[config.mk]
export PLATFORM = sky130hd
export DESIGN_NAME = copiador_mem512_flat
export DESIGN_NICKNAME = d
export VERILOG_FILES = /design/src/rtl/copiador_mem512_if.sv /design/src/rtl/copiador_mem512.sv /design/src/flat_wrapper.sv
export SDC_FILE = /design/constraint.sdc
export NUM_CORES = 1
export LEC_CHECK = 0
export ABC_CLOCK_PERIOD_IN_PS = 3100
export CORE_MARGIN = 10
export CORE_UTILIZATION = 51
export CTS_CLUSTER_SIZE = 40
export DETAILED_ROUTE_END_ITERATION = 7
export HOLD_SLACK_MARGIN = 0.08
export PLACE_DENSITY = 0.87
export SLEW_MARGIN = 20
export SYNTH_ARGS = -nofsm -noshare
export SYNTH_HDL_FRONTEND = slang
export SYNTH_SLANG_ARGS = --single-unit
[constraint.sdc]
create_clock -name sinal_clock -period 3.1 [get_ports sinal_clock]
set_clock_uncertainty 0.2 [all_clocks]
set_input_delay 0.775 -clock sinal_clock [delete_from_list [all_inputs] [get_ports sinal_clock]]
set_output_delay 0.775 -clock sinal_clock [all_outputs]
set_load 0.005 [all_outputs]
[src/rtl/copiador_mem512_if.sv]
// Memory bus between the block-move engine and the 512x16 memory.
// Read data is combinational from posicao; writes land on the rising edge.
interface copiador_mem512_if #(
  parameter int DATA_W = 16,
  parameter int ADDR_W = 9
);
  logic [ADDR_W-1:0] posicao;
  logic              enable_write;
  logic [DATA_W-1:0] valor_entrada;
  logic [DATA_W-1:0] valor_saida;

  modport master (
    output posicao,
    output enable_write,
    output valor_entrada,
    input  valor_saida
  );

  modport slave (
    input  posicao,
    input  enable_write,
    input  valor_entrada,
    output valor_saida
  );
endinterface

[src/rtl/copiador_mem512.sv]
// Block-move engine: copies N words (read, then write) from origem to destino
// in ascending order, accumulating a mod-2^16 checksum of the copied words.
//
// state    | meaning
// ---------+-------------------------------------------------------------
// OCIOSO   | idle, waiting for iniciar; captures addresses and count
// LER      | drive ptr_src, latch the read word and add it to soma
// ESCREVER | drive ptr_dst with write enable, advance pointers, count down
// FIM      | one-cycle concluido pulse, then back to OCIOSO
module copiador_mem512 #(
  parameter int DATA_W = 16,
  parameter int ADDR_W = 9
) (
  input  logic              sinal_clock,
  input  logic              sinal_reset_n,
  input  logic              iniciar,
  input  logic [ADDR_W-1:0] origem,
  input  logic [ADDR_W-1:0] destino,
  input  logic [ADDR_W:0]   quantidade,
  output logic              ocupado,
  output logic              concluido,
  output logic [DATA_W-1:0] soma,
  copiador_mem512_if.master mem
);

  typedef enum logic [1:0] {
    OCIOSO   = 2'd0,
    LER      = 2'd1,
    ESCREVER = 2'd2,
    FIM      = 2'd3
  } estado_t;

  localparam logic [ADDR_W:0] QTD_MAX = {1'b1, {ADDR_W{1'b0}}};
  localparam logic [ADDR_W:0] QTD_UM  = {{ADDR_W{1'b0}}, 1'b1};

  estado_t           estado, estado_prox;
  logic [ADDR_W-1:0] ptr_src, ptr_dst;
  logic [ADDR_W:0]   restante;
  logic [ADDR_W:0]   qtd_lim;
  logic [DATA_W-1:0] dado_reg;

  assign qtd_lim = (quantidade > QTD_MAX) ? QTD_MAX : quantidade;

  always_ff @(posedge sinal_clock or negedge sinal_reset_n) begin
    if (!sinal_reset_n) begin
      estado   <= OCIOSO;
      ptr_src  <= '0;
      ptr_dst  <= '0;
      restante <= '0;
      dado_reg <= '0;
      soma     <= '0;
    end else begin
      estado <= estado_prox;
      case (estado)
        OCIOSO: begin
          if (iniciar) begin
            ptr_src  <= origem;
            ptr_dst  <= destino;
            restante <= qtd_lim;
            soma     <= '0;
          end
        end
        LER: begin
          dado_reg <= mem.valor_saida;
          soma     <= soma + mem.valor_saida;
        end
        ESCREVER: begin
          // Pointers are ADDR_W wide, so 511+1 wraps to 0 naturally.
          ptr_src  <= ptr_src + ADDR_W'(1);
          ptr_dst  <= ptr_dst + ADDR_W'(1);
          restante <= restante - QTD_UM;
        end
        default: ;
      endcase
    end
  end

  // Memory-side outputs depend only on state and registers, never on iniciar.
  always_comb begin
    estado_prox      = estado;
    ocupado          = 1'b0;
    concluido        = 1'b0;
    mem.posicao      = '0;
    mem.enable_write = 1'b0;
    case (estado)
      OCIOSO: begin
        if (iniciar) begin
          estado_prox = (qtd_lim == '0) ? FIM : LER;
        end
      end
      LER: begin
        ocupado     = 1'b1;
        mem.posicao = ptr_src;
        estado_prox = ESCREVER;
      end
      ESCREVER: begin
        ocupado          = 1'b1;
        mem.posicao      = ptr_dst;
        mem.enable_write = 1'b1;
        estado_prox      = (restante == QTD_UM) ? FIM : LER;
      end
      FIM: begin
        ocupado     = 1'b1;
        concluido   = 1'b1;
        estado_prox = OCIOSO;
      end
      default: estado_prox = OCIOSO;
    endcase
  end

  assign mem.valor_entrada = dado_reg;

endmodule
[src/flat_wrapper.sv]
// flat-port wrapper written by rule: the top's interface ports become plain ports
module copiador_mem512_flat 
#(
  parameter int DATA_W = 16,
  parameter int ADDR_W = 9
)
  (sinal_clock, sinal_reset_n, iniciar, origem, destino, quantidade, ocupado, concluido, soma, mem_posicao, mem_enable_write, mem_valor_entrada, mem_valor_saida);
  copiador_mem512_if #(.DATA_W(DATA_W), .ADDR_W(ADDR_W)) mem_i ();
  input  logic sinal_clock;
  input  logic sinal_reset_n;
  input  logic iniciar;
  input  logic [ADDR_W-1:0] origem;
  input  logic [ADDR_W-1:0] destino;
  input  logic [ADDR_W:0] quantidade;
  output logic ocupado;
  output logic concluido;
  output logic [DATA_W-1:0] soma;
  output wire logic [$bits(mem_i.posicao)-1:0] mem_posicao;
  output wire logic [$bits(mem_i.enable_write)-1:0] mem_enable_write;
  output wire logic [$bits(mem_i.valor_entrada)-1:0] mem_valor_entrada;
  input wire logic [$bits(mem_i.valor_saida)-1:0] mem_valor_saida;
  assign mem_posicao = mem_i.posicao;
  assign mem_enable_write = mem_i.enable_write;
  assign mem_valor_entrada = mem_i.valor_entrada;
  assign mem_i.valor_saida = mem_valor_saida;
  copiador_mem512 #(.DATA_W(DATA_W), .ADDR_W(ADDR_W)) u_core (.sinal_clock(sinal_clock), .sinal_reset_n(sinal_reset_n), .iniciar(iniciar), .origem(origem), .destino(destino), .quantidade(quantidade), .ocupado(ocupado), .concluido(concluido), .soma(soma), .mem(mem_i));
endmodule
==> results.sh <==
export IMPL_gp_congestion=0.9077
export IMPL_h_tree_depth=3
export IMPL_ys_types=54
export IMPL_grt_max_degree=63
export IMPL_worst_slew_pin_slew_ns=0.8466
export IMPL_gr_usage_all_layers_pct=20.20
export IMPL_drv_slew=0
export IMPL_yosys_most_used_dff="dfrtp_1"
export IMPL_vdd_drop_max_v=0.0004435
export IMPL_syn2layout_area_growth_pct=39.07
export IMPL_dp_cells=645
export IMPL_synth_area_leaders="dfrtp_1 (39%), ha_1 (7.3%), o21ai_0 (6.0%)"
export IMPL_clk_path_buf_depth=2
export IMPL_crit_fanout=4
export IMPL_fillers=554
export IMPL_post_drt_wl_per_cell_um=17.80
export IMPL_io_buffers=90
export IMPL_cts_num_sinks=62
export IMPL_drc=0
export IMPL_dr_pass1_iters=5
export IMPL_use_met1_pct=23.46
export IMPL_rsz0062_at_grt="true"
export IMPL_drt_total_wl_um=11800
export IMPL_period_share_pct=98.14
export IMPL_dieWidth_um=107.9
export IMPL_dp_hpwl_um=8446
export IMPL_final_util_pct=74.28
export IMPL_clk_latency_ns=0.35
export IMPL_setup_viol=0
export IMPL_coreArea_mm2=0.007370
export IMPL_grt_overflow_total=0
export IMPL_top_usage_layer="met2"
export IMPL_placementRows=31
export IMPL_grt_pass1_wl_um=19440
export IMPL_hold_viol=0
export IMPL_path_cells="clkdlybuf4s50_1, ha_1, inv_1, fa_1, nand2b_1, a21oi_2, o2111ai_2, a21oi_1, o21ai_0, a32o_1"
export IMPL_critPathLaunchType="input pin"
export IMPL_max_freq_mhz=328.7
export IMPL_ys_ff_latch=62
export IMPL_reg2reg_to="u_core.soma[10]"
export IMPL_reg2reg_from="u_core.soma[0]"
export IMPL_syn_cell_area_mm2=0.003936
export IMPL_synth_edf_count=0
export IMPL_crit_required_ns=3.13
export IMPL_synth_top_cell_area_share_pct=39.42
export IMPL_seq_area_frac_synth_pct=39.42
export IMPL_synthArstFlopShare_pct=100.0
export IMPL_drv_cap=0
export IMPL_finalCriticalPeriod_ns=3.042
export IMPL_cts_hold_buf=0
export IMPL_use_met2_pct=34.43
export IMPL_layout_commonest_cell="clkdlybuf4s50_1"
export IMPL_reg2reg_depth=9
export IMPL_critical_path_max_stage_delay_ns=0.49
export IMPL_grt_use_met3_pct=6.647
export IMPL_dr_first_iter_drc_count=148
export IMPL_cp_top_family="compound AO/OA/AOI/OAI gates"
export IMPL_numCtsBuffers=9
export IMPL_dieHeight_um=107.9
export IMPL_powerDensity_mw_per_mm2=601.0
export IMPL_cp_num_cells=10
export IMPL_synth_avg_cell_area_um2=8.926
export IMPL_synth_net_count=512
export IMPL_maxSlewHeadroom_pct=43.04
export IMPL_antennaDiodeCount=0
export IMPL_clk_pin_slew_worst_paths_ns=0.07
export IMPL_start_util_pct=53.41
export IMPL_critPathSlowestCell="clkdlybuf4s50_1"
export IMPL_route_vias_total=3942
export IMPL_power_leakage_nw=2.340
export IMPL_final_layout_size_suffix_gt1_share_pct=15.43
export IMPL_hp_class="in -> async"
export IMPL_status="finished clean"
export IMPL_nets=630
export IMPL_p_clk_share_pct=22.4
export IMPL_io_pins=91
export IMPL_worst_path_buf_inv=2
export IMPL_cts_root_buffer="clkbuf_8"
export IMPL_p_comb_share_pct=46.2
export IMPL_pwr_share_seq_pct=31.4
export IMPL_die_area_mm2=0.01163
export IMPL_p_sw_share_pct=34.17
export IMPL_synth_cells=441
export IMPL_vias_per_cell=5.946
export IMPL_p_int_mw=2.166
export IMPL_cts_tree="built"
export IMPL_finalNonFillerCells=663
export IMPL_crit_type="in -> reg"
export IMPL_antenna_found_initial=0
export IMPL_final_cell_mix="clkdlybuf4s50_1 (89), dfrtp_1 (62), o21ai_0 (47)"
export IMPL_cp_arrival_ns=3.07
export IMPL_tns_ns=0
export IMPL_yosysWarnings=0
export IMPL_p_switching_mw=1.124
export IMPL_yosysTopAreaCell="dfrtp_1"
export IMPL_cp_end_kind="flip-flop"
export IMPL_r2r_setup_slack_ns=0.60
export IMPL_postRouteAntennaNets=0
export IMPL_grt_pass1_vias=4078
metal layers:
metal | wire, µm | up-vias
met5 | 0 | -
li1 | - | 1854
met3 | 1078 | 19
met4 | 207 | 0
met2 | 5957 | 167
met1 | 4558 | 1902
area by class of cell:
cell class | instances | area [µm²] | share of cell area (%)
well taps | 99 | 123.9 | 2.263
flip-flops and latches | 62 | 1551 | 28.34
inverters | 16 | 60.06 | 1.097
clock inverters | 3 | 42.54 | 0.7771
repair buffers | 130 | 1246 | 22.77
multi-input cells | 340 | 2291 | 41.85
clock buffers | 13 | 158.9 | 2.903
power groups by stage:
| stage | logic (mW) | registers [mW] | clock network [mW] |
|---|---|---|---|
| floorplan | 0.764 | 1.03 | 0 |
| global placement | 1.42 | 1.04 | 0 |
| detailed placement | 1.47 | 1.04 | 0 |
| CTS | 1.49 | 1.03 | 0.750 |
| global route | 1.67 | 1.05 | 0.793 |
| finish | 1.52 | 1.03 | 0.737 |
Yosys cell counts (2+ instances only):
| library cell | number |
|---|---|
| a32o_1 | 2 |
| a311o_1 | 2 |
| nand3_1 | 17 |
| buf_1 | 2 |
| inv_1 | 16 |
| a211oi_1 | 2 |
| nor3b_1 | 3 |
| a31oi_1 | 8 |
| nand2b_1 | 8 |
| nand4_1 | 5 |
| clkbuf_1 | 20 |
| a22oi_1 | 7 |
| nand3b_1 | 2 |
| a22o_1 | 2 |
| xnor2_1 | 6 |
| a2111oi_2 | 2 |
| mux2i_1 | 7 |
| ha_1 | 23 |
| o22ai_1 | 15 |
| o21ai_0 | 47 |
| a21o_1 | 4 |
| nor2b_1 | 13 |
| nand2_1 | 42 |
| nor4_1 | 3 |
| and2_1 | 2 |
| a21oi_1 | 36 |
| and3_1 | 8 |
| mux2_2 | 17 |
| o21a_1 | 2 |
| o31ai_1 | 2 |
| nor3_1 | 7 |
| a21boi_0 | 3 |
| dfrtp_1 | 62 |
| o211ai_1 | 3 |
| nor2_1 | 22 |
flip-flops by register name, summed over array words and instances (netlist names):
register,count
u_core.ptr_dst,9
u_core.mem.valor_entrada,16
u_core.soma,16
u_core.estado,2
u_core.ptr_src,9
u_core.restante,10
cell families after synthesis:
family	count (synthesis)	synth area share [%]
buffers and inverters	39	3.910
and+or+nand+nor	137	17.36
xor gates and xnor gates	6	1.335
AOI/OAI and AO/OA	149	23.52
DFF	62	39.42
adders and majority gates	24	7.820
muxes	24	6.643
how the worst max path moves through the flow:
stage / slack (ns) / startpoint / to
3_3_place_gp: -0.19 / mem_valor_saida[0] / u_core.soma[10]
3_5_place_dp: -0.28 / mem_valor_saida[0] / u_core.soma[10]
2_1_floorplan: 0.32 / mem_valor_saida[6] / u_core.soma[15]
4_1_cts: 0.03 / u_core.estado[0] / mem_posicao[3]
5_1_grt: -0.07 / mem_valor_saida[0] / u_core.soma[10]
6_report: 0.06 / mem_valor_saida[0] / u_core.soma[10]
through the flow:
step	instance area (µm²)	hold WS [ns]	total power, mW	setup slack [ns]
final	5474	0.2076	3.290	0.05754
after global routing	5474	0.2381	3.511	-0.06860
after CTS	5411	0.2419	3.265	0.03240
after detailed placement	5172	0.2967	2.509	-0.2814
after global placement	5172	0.2769	2.459	-0.1891
after floorplan	3936	0.2582	1.799	0.3195
what timing repair did:
item,in CTS,in global routing
buffers inserted,0,1
cloned,1,0
gates resized for setup,2,9
setup endpoints to repair,9,10
endpoints found under the hold margin,0,0
(Power assumes the default switching activity.)
==> RTL edit 1 (config.mk and constraints unchanged) <==
Encoding of `estado_t`: now one-hot (4 bits for 4 values).
--- a/src/rtl/copiador_mem512.sv
+++ b/src/rtl/copiador_mem512.sv
@@ -24,9 +24,9 @@
 );
 
-  typedef enum logic [1:0] {
-    OCIOSO   = 2'd0,
-    LER      = 2'd1,
-    ESCREVER = 2'd2,
-    FIM      = 2'd3
+  typedef enum logic [3:0] {
+    OCIOSO   = 4'b0001,
+    LER      = 4'b0010,
+    ESCREVER = 4'b0100,
+    FIM      = 4'b1000
   } estado_t;
 
Check against the original RTL: no difference found for any inputs over 10 cycles, from zero or initial values and one cycle with sinal_reset_n low; not proved beyond that.
==> RTL edit 1 against the original RTL <==
Sequential cell count rose by 2; synthesized area fell by 3.7%; worst hold slack got worse by 0.038 ns; sequential share of layout area rose by 1.9 points; via count fell by 0.84%; routed wire length fell by 3.1%; core utilization fell by 1.1 points; final cell count rose by 0.45%; clock power rose by 15%; die area fell by 3.0%; final area fell by 3.0%; total power rose by 43%; setup slack improved by 0.0054 ns.
==> RTL edit 1: results (changes against the original RTL) <==
[metrics] worst-case headroom to the max-slew limit: 61.68% (+19 points)
[metrics] register area share after synthesis: 42.28% (+2.9 points)
[metrics] Worst VDD drop: 0.0005429 V (+22%)
[metrics] Pleak: 2.602 nW (+11%)
[metrics] Yosys warning count: 0 (unchanged)
[metrics] HP Class: input port to async pin
[metrics] number of nets in the final layout: 629 (-0.16%)
[metrics] dominant register cell in the synthesized netlist: dfrtp_1
[metrics] Placer Congestion: 0.8686 (-4.3%)
[metrics] total wire length: 11.44 mm (-3.1%)
[metrics] ratio of cells with drive above 1 in the final layout: 11.82% (-3.6 points)
[metrics] count of inserted antenna diode cells: 0 (unchanged)
[metrics] pre-CTS setup slack: -0.1614 ns (+0.1200 ns)
[metrics] root buffer cell: clkbuf_8
[metrics] clock input transition at the sequential cells of the worst setup and hold paths: 0.08 ns
[metrics] first-pass GRT wire length: 18.71 mm (-3.8%)
[metrics] peak fanout along the critical path: 5 (+1)
[metrics] number of library cell types mapped by synthesis: 56 (+3.7%)
[metrics] DRC violation count after routing: 0 (unchanged)
[metrics] HPWL after DPL: 7.999 mm (-5.3%)
[metrics] Async SR Flop Fraction: 100.0% (unchanged)
[metrics] maximum cell stage delay along the critical path: 0.57 ns (+0.08 ns)
[metrics] via count of the first global-routing pass: 3912 (-4.1%)
[metrics] FF-to-FF path depth: 7 (-2)
[metrics] Port Buffers: 90 (unchanged)
[metrics] H-tree lvl count: 3 (unchanged)
[metrics] overall fraction of global-route tracks in use: 19.88% (-0.32 points)
[metrics] library cell contributing the largest single delay on the critical path: dfstp_2
[metrics] first-pass detailed-route iteration total: 5 (unchanged)
[metrics] leading cell types by count after synthesis: nand2_1 (90), dfrtp_1 (63), nor2_1 (33)
[metrics] arrival time of data at the critical path endpoint: 2.06 ns (-1.01 ns)
[metrics] antenna violations before repair: 0 (unchanged)
[metrics] largest net degree at the start of global routing: 47 (-25%)
[metrics] number of buffers added by the clock tree synthesis step: 9 (unchanged)
[metrics] post-synthesis net count: 508 (-0.78%)
[metrics] CTS max path bufs: 2 (unchanged)
[metrics] status: finished clean
[metrics] clock latency on the worst-skew pair: 0.34 ns
[metrics] number of DRC markers after the initial detailed-route iteration: 253 (+71%)
[metrics] vias post-DR: 3909 (-0.84%)
[metrics] biggest area contributors in the synthesized netlist: dfrtp_1 (42%), nand2_1 (8.9%), ha_1 (6.3%), nand3_1 (3.3%), nor2_1 (3.3%)
RTL edit 1: cell types whose count changed in the layout (fill, tap and decap cells not counted), sizes merged, moves of 6 or more:
| cell | change |
|---|---|
| o22ai | -12 |
| clkdlybuf4s50 | -10 |
| a31oi | -6 |
| nand2 | +48 |
| nor2b | -10 |
| a21oi | -13 |
| o21ai | -13 |
| inv | -6 |
| nand3 | +8 |
| mux2 | -17 |
| nor2 | +11 |
| dlymetal6s2s | +7 |
RTL edit 1: path summary, 6_finish.rpt:
check | from | end | slack (ns)
setup / recovery | u_core.estado[0]$_DFFE_PN1P_ | ocupado | 0.06
hold / removal | sinal_reset_n | u_core.mem.valor_entrada[3]$_DFFE_PN0P_ | 0.17
setup reg to reg | u_core.estado[3]$_DFFE_PN0P_ | u_core.ptr_src[8]$_DFFE_PN0P_ | 0.52
hold reg to reg | u_core.mem.valor_entrada[6]$_DFFE_PN0P_ | u_core.mem.valor_entrada[6]$_DFFE_PN0P_ | 0.28
max in group asynchronous | sinal_reset_n | u_core.estado[0]$_DFFE_PN1P_ | 1.80
min in group sinal_clock | u_core.mem.valor_entrada[6]$_DFFE_PN0P_ | u_core.mem.valor_entrada[6]$_DFFE_PN0P_ | 0.28
RTL edit 1: what timing repair did:
| action | CTS | global route |
|---|---|---|
| setup endpoints to repair | 10 | 8 |
| setup buffers | 6 | 3 |
| pin swaps | 1 | 1 |
| resized for setup | 5 | 15 |
| cloned | 1 | 0 |
RTL edit 1: critical path: cells and delay by family, from the launching register on:
kind          cells  cell delay [ns]
buf+inv           4             0.62
flops             1             0.57
simple gates      2             0.54
RTL edit 1: layout make-up:
cell class                 instances  area (sq um)
clock buffer                      12         155.1
clock inverter                     4         76.32
fill                             542          1943
inverter                          10         42.54
multi-input combinational        347          2085
sequential                        64          1604
tap                               99         123.9
timing repair buffer             129          1216
timing repair inverter             1         7.507
RTL edit 1: metal layers:
| metal | routed length (um) | GRT usage (%) |
|---|---|---|
| met1 | 4748 | 24.65 |
| met2 | 5502 | 32.16 |
| met3 | 999 | 6.401 |
| met4 | 191 | 6.383 |
| met5 | 0 | 0 |
RTL edit 1: cell families after synthesis:
| group | share of synthesized area, % |
|---|---|
| simple gates | 24.39 |
| mux | 1.056 |
| xor+xnor | 2.079 |
| buf+inv | 3.036 |
| flops | 42.28 |
| fa+ha+maj | 6.799 |
| compound gates | 20.36 |
RTL edit 1: report_power, final:
part | total, mW | internal, mW | switching, mW
Clock | 0.846 | 0.499 | 0.347
Combinational | 2.30 | 1.18 | 1.12
Sequential | 1.55 | 1.22 | 0.337
Total | 4.70 | 2.89 | 1.81
RTL edit 1: per-stage QoR:
step,instances,cell area [sq um]
final,666,5310
after global routing,666,5310
after CTS,663,5245
after detailed placement,640,4959
after global placement,640,4959
after floorplan,441,3791
==> RTL edit 2 (same flow settings) <==
Without the edit above. `DATA_W` is set to 16 in 3 places; all go to 24.
--- a/src/rtl/copiador_mem512_if.sv
+++ b/src/rtl/copiador_mem512_if.sv
@@ -2,5 +2,5 @@
 // Read data is combinational from posicao; writes land on the rising edge.
 interface copiador_mem512_if #(
-  parameter int DATA_W = 16,
+  parameter int DATA_W = 24,
   parameter int ADDR_W = 9
 );
--- a/src/rtl/copiador_mem512.sv
+++ b/src/rtl/copiador_mem512.sv
@@ -9,5 +9,5 @@
 // FIM      | one-cycle concluido pulse, then back to OCIOSO
 module copiador_mem512 #(
-  parameter int DATA_W = 16,
+  parameter int DATA_W = 24,
   parameter int ADDR_W = 9
 ) (
--- a/src/flat_wrapper.sv
+++ b/src/flat_wrapper.sv
@@ -2,5 +2,5 @@
 module copiador_mem512_flat 
 #(
-  parameter int DATA_W = 16,
+  parameter int DATA_W = 24,
   parameter int ADDR_W = 9
 )
Interface: changed (resized mem_valor_entrada, mem_valor_saida and soma); port bits go from 91 to 115. The function was not compared with the original's and may differ.
==> RTL edit 2 against the original RTL <==
Synthesized area increased by 24%; core utilization decreased by 0.79 points; non-clock buffer count increased by 36; maximum frequency increased by 0.48%; setup slack improved by 0.014 ns; routed wire length increased by 27%; sequential cell count increased by 16; final area increased by 25%; first-iteration DRC count increased to 2.9 times the old value.
Power is not compared: it rests on default switching activity, and its combinational part moved more than twofold at a synthesized area within 25%.
==> RTL edit 2: results (changes against the original RTL) <==
[metrics] pre-CTS setup slack: -0.4263 ns (-0.1449 ns)
[metrics] endpoint of the worst-slack reg-to-reg timing path: u_core.soma[16]$_DFFE_PN0P_
[metrics] mean cell area of the mapped netlist: 9.347 sq um (+4.7%)
[metrics] largest net degree at the start of global routing: 45 (-29%)
[metrics] layout multi-input combinational cell count: 405 (+19%)
[metrics] Synth Area in Compound Gates: 23.85% (+0.33 points)
[metrics] adder and majority cell fraction of the synthesized area: 8.344% (+0.52 points)
[metrics] number of DRC markers after the initial detailed-route iteration: 430 (+190%)
[metrics] multi-input gate area in the final layout: 2858 sq um (+25%)
[metrics] shortest clock period the worst path allows after layout: 3.028 ns (-0.01441 ns)
[metrics] via count of the first global-routing pass: 4929 (+21%)
[metrics] via density per instance: 5.878 (-1.1%)
[metrics] non-clock inverter count: 17 (+1)
[metrics] Port Buffers: 114 (+27%)
[metrics] register area share after synthesis: 39.93% (+0.51 points)
[metrics] number of nets in the final layout: 764 (+21%)
[metrics] Clock buffers and inverters, area share: 3.393% (-0.29 points)
[metrics] post-synthesis net count: 610 (+19%)
[metrics] ratio of cells with drive above 1 in the final layout: 17.89% (+2.5 points)
[metrics] non-filler cells in the finished layout: 811 (+22%)
[metrics] Worst setup startpoint: u_core.estado[1]$_DFFE_PN0P_
[metrics] Avg WL per Cell: 18.48 um (+3.8%)
[metrics] worst-case headroom to the max-slew limit: 66.98% (+24 points)
[metrics] post-route worst hold slack: 0.1812 ns (-0.02649 ns)
[metrics] total of flip-flops plus latches after synthesis: 78 (+26%)
[metrics] first-pass GRT wire length: 24.48 mm (+26%)
[metrics] Cell Count Post-Placement: 794 (+23%)
[metrics] CP endpoint: mem_posicao[0]
[metrics] fillcell total: 672 (+21%)
[metrics] mux contribution to synthesized area: 7.909% (+1.3 points)
[metrics] slack of the worst reg-to-reg path: 0.45 ns (-0.15 ns)
[metrics] Layout non-clock buf frac: 22.81% (+0.047 points)
[metrics] post-route cell area: 6823 sq um (+25%)
[metrics] status: finished clean
[RTL edit 2: cell count changes after synthesis, sizes merged, moves of 4 or more]
| cell | before | now |
|---|---|---|
| a31oi | 8 | 4 |
| mux2 | 17 | 26 |
| nand2 | 42 | 49 |
| xnor2 | 6 | 12 |
| a21oi | 36 | 47 |
| nand3 | 17 | 21 |
| xor2 | 0 | 7 |
| ha | 23 | 31 |
| nor3 | 8 | 3 |
| o21ai | 48 | 63 |
| dfrtp | 62 | 78 |
| a22oi | 7 | 11 |
| nand2b | 8 | 3 |
[RTL edit 2: worst min-delay path by stage]
stage | from | end
after floorplan | u_core.ptr_dst[8]$_DFFE_PN0P_ | u_core.ptr_dst[8]$_DFFE_PN0P_
after global placement | u_core.soma[23]$_DFFE_PN0P_ | u_core.soma[23]$_DFFE_PN0P_
after detailed placement | u_core.soma[23]$_DFFE_PN0P_ | u_core.soma[23]$_DFFE_PN0P_
after CTS | sinal_reset_n | u_core.ptr_dst[7]$_DFFE_PN0P_
after global routing | sinal_reset_n | u_core.ptr_src[2]$_DFFE_PN0P_
final | sinal_reset_n | u_core.restante[4]$_DFFE_PN0P_
[RTL edit 2: routing by layer]
layer / up-vias / wire (um) / global-route usage (%)
met4: 0 / 256 / 5.951
met1: 2293 / 6243 / 24.61
li1: 2233 / - / -
met5: - / 0 / 0
met2: 210 / 7558 / 36.36
met3: 31 / 930 / 4.844
[RTL edit 2: timing repair]
item / in CTS / in global routing
endpoints found under the setup margin: 5 / 14
setup buffers: 0 / 1
pin swaps: 0 / 5
resized for setup: 5 / 12
gates cloned: 0 / 0
[RTL edit 2: critical path, stage by stage (launching register included)]
cell	delay, ns
dfrtp_1	0.42
inv_1	0.10
ha_2	0.44
a21boi_1	0.22
clkdlybuf4s50_1	0.53
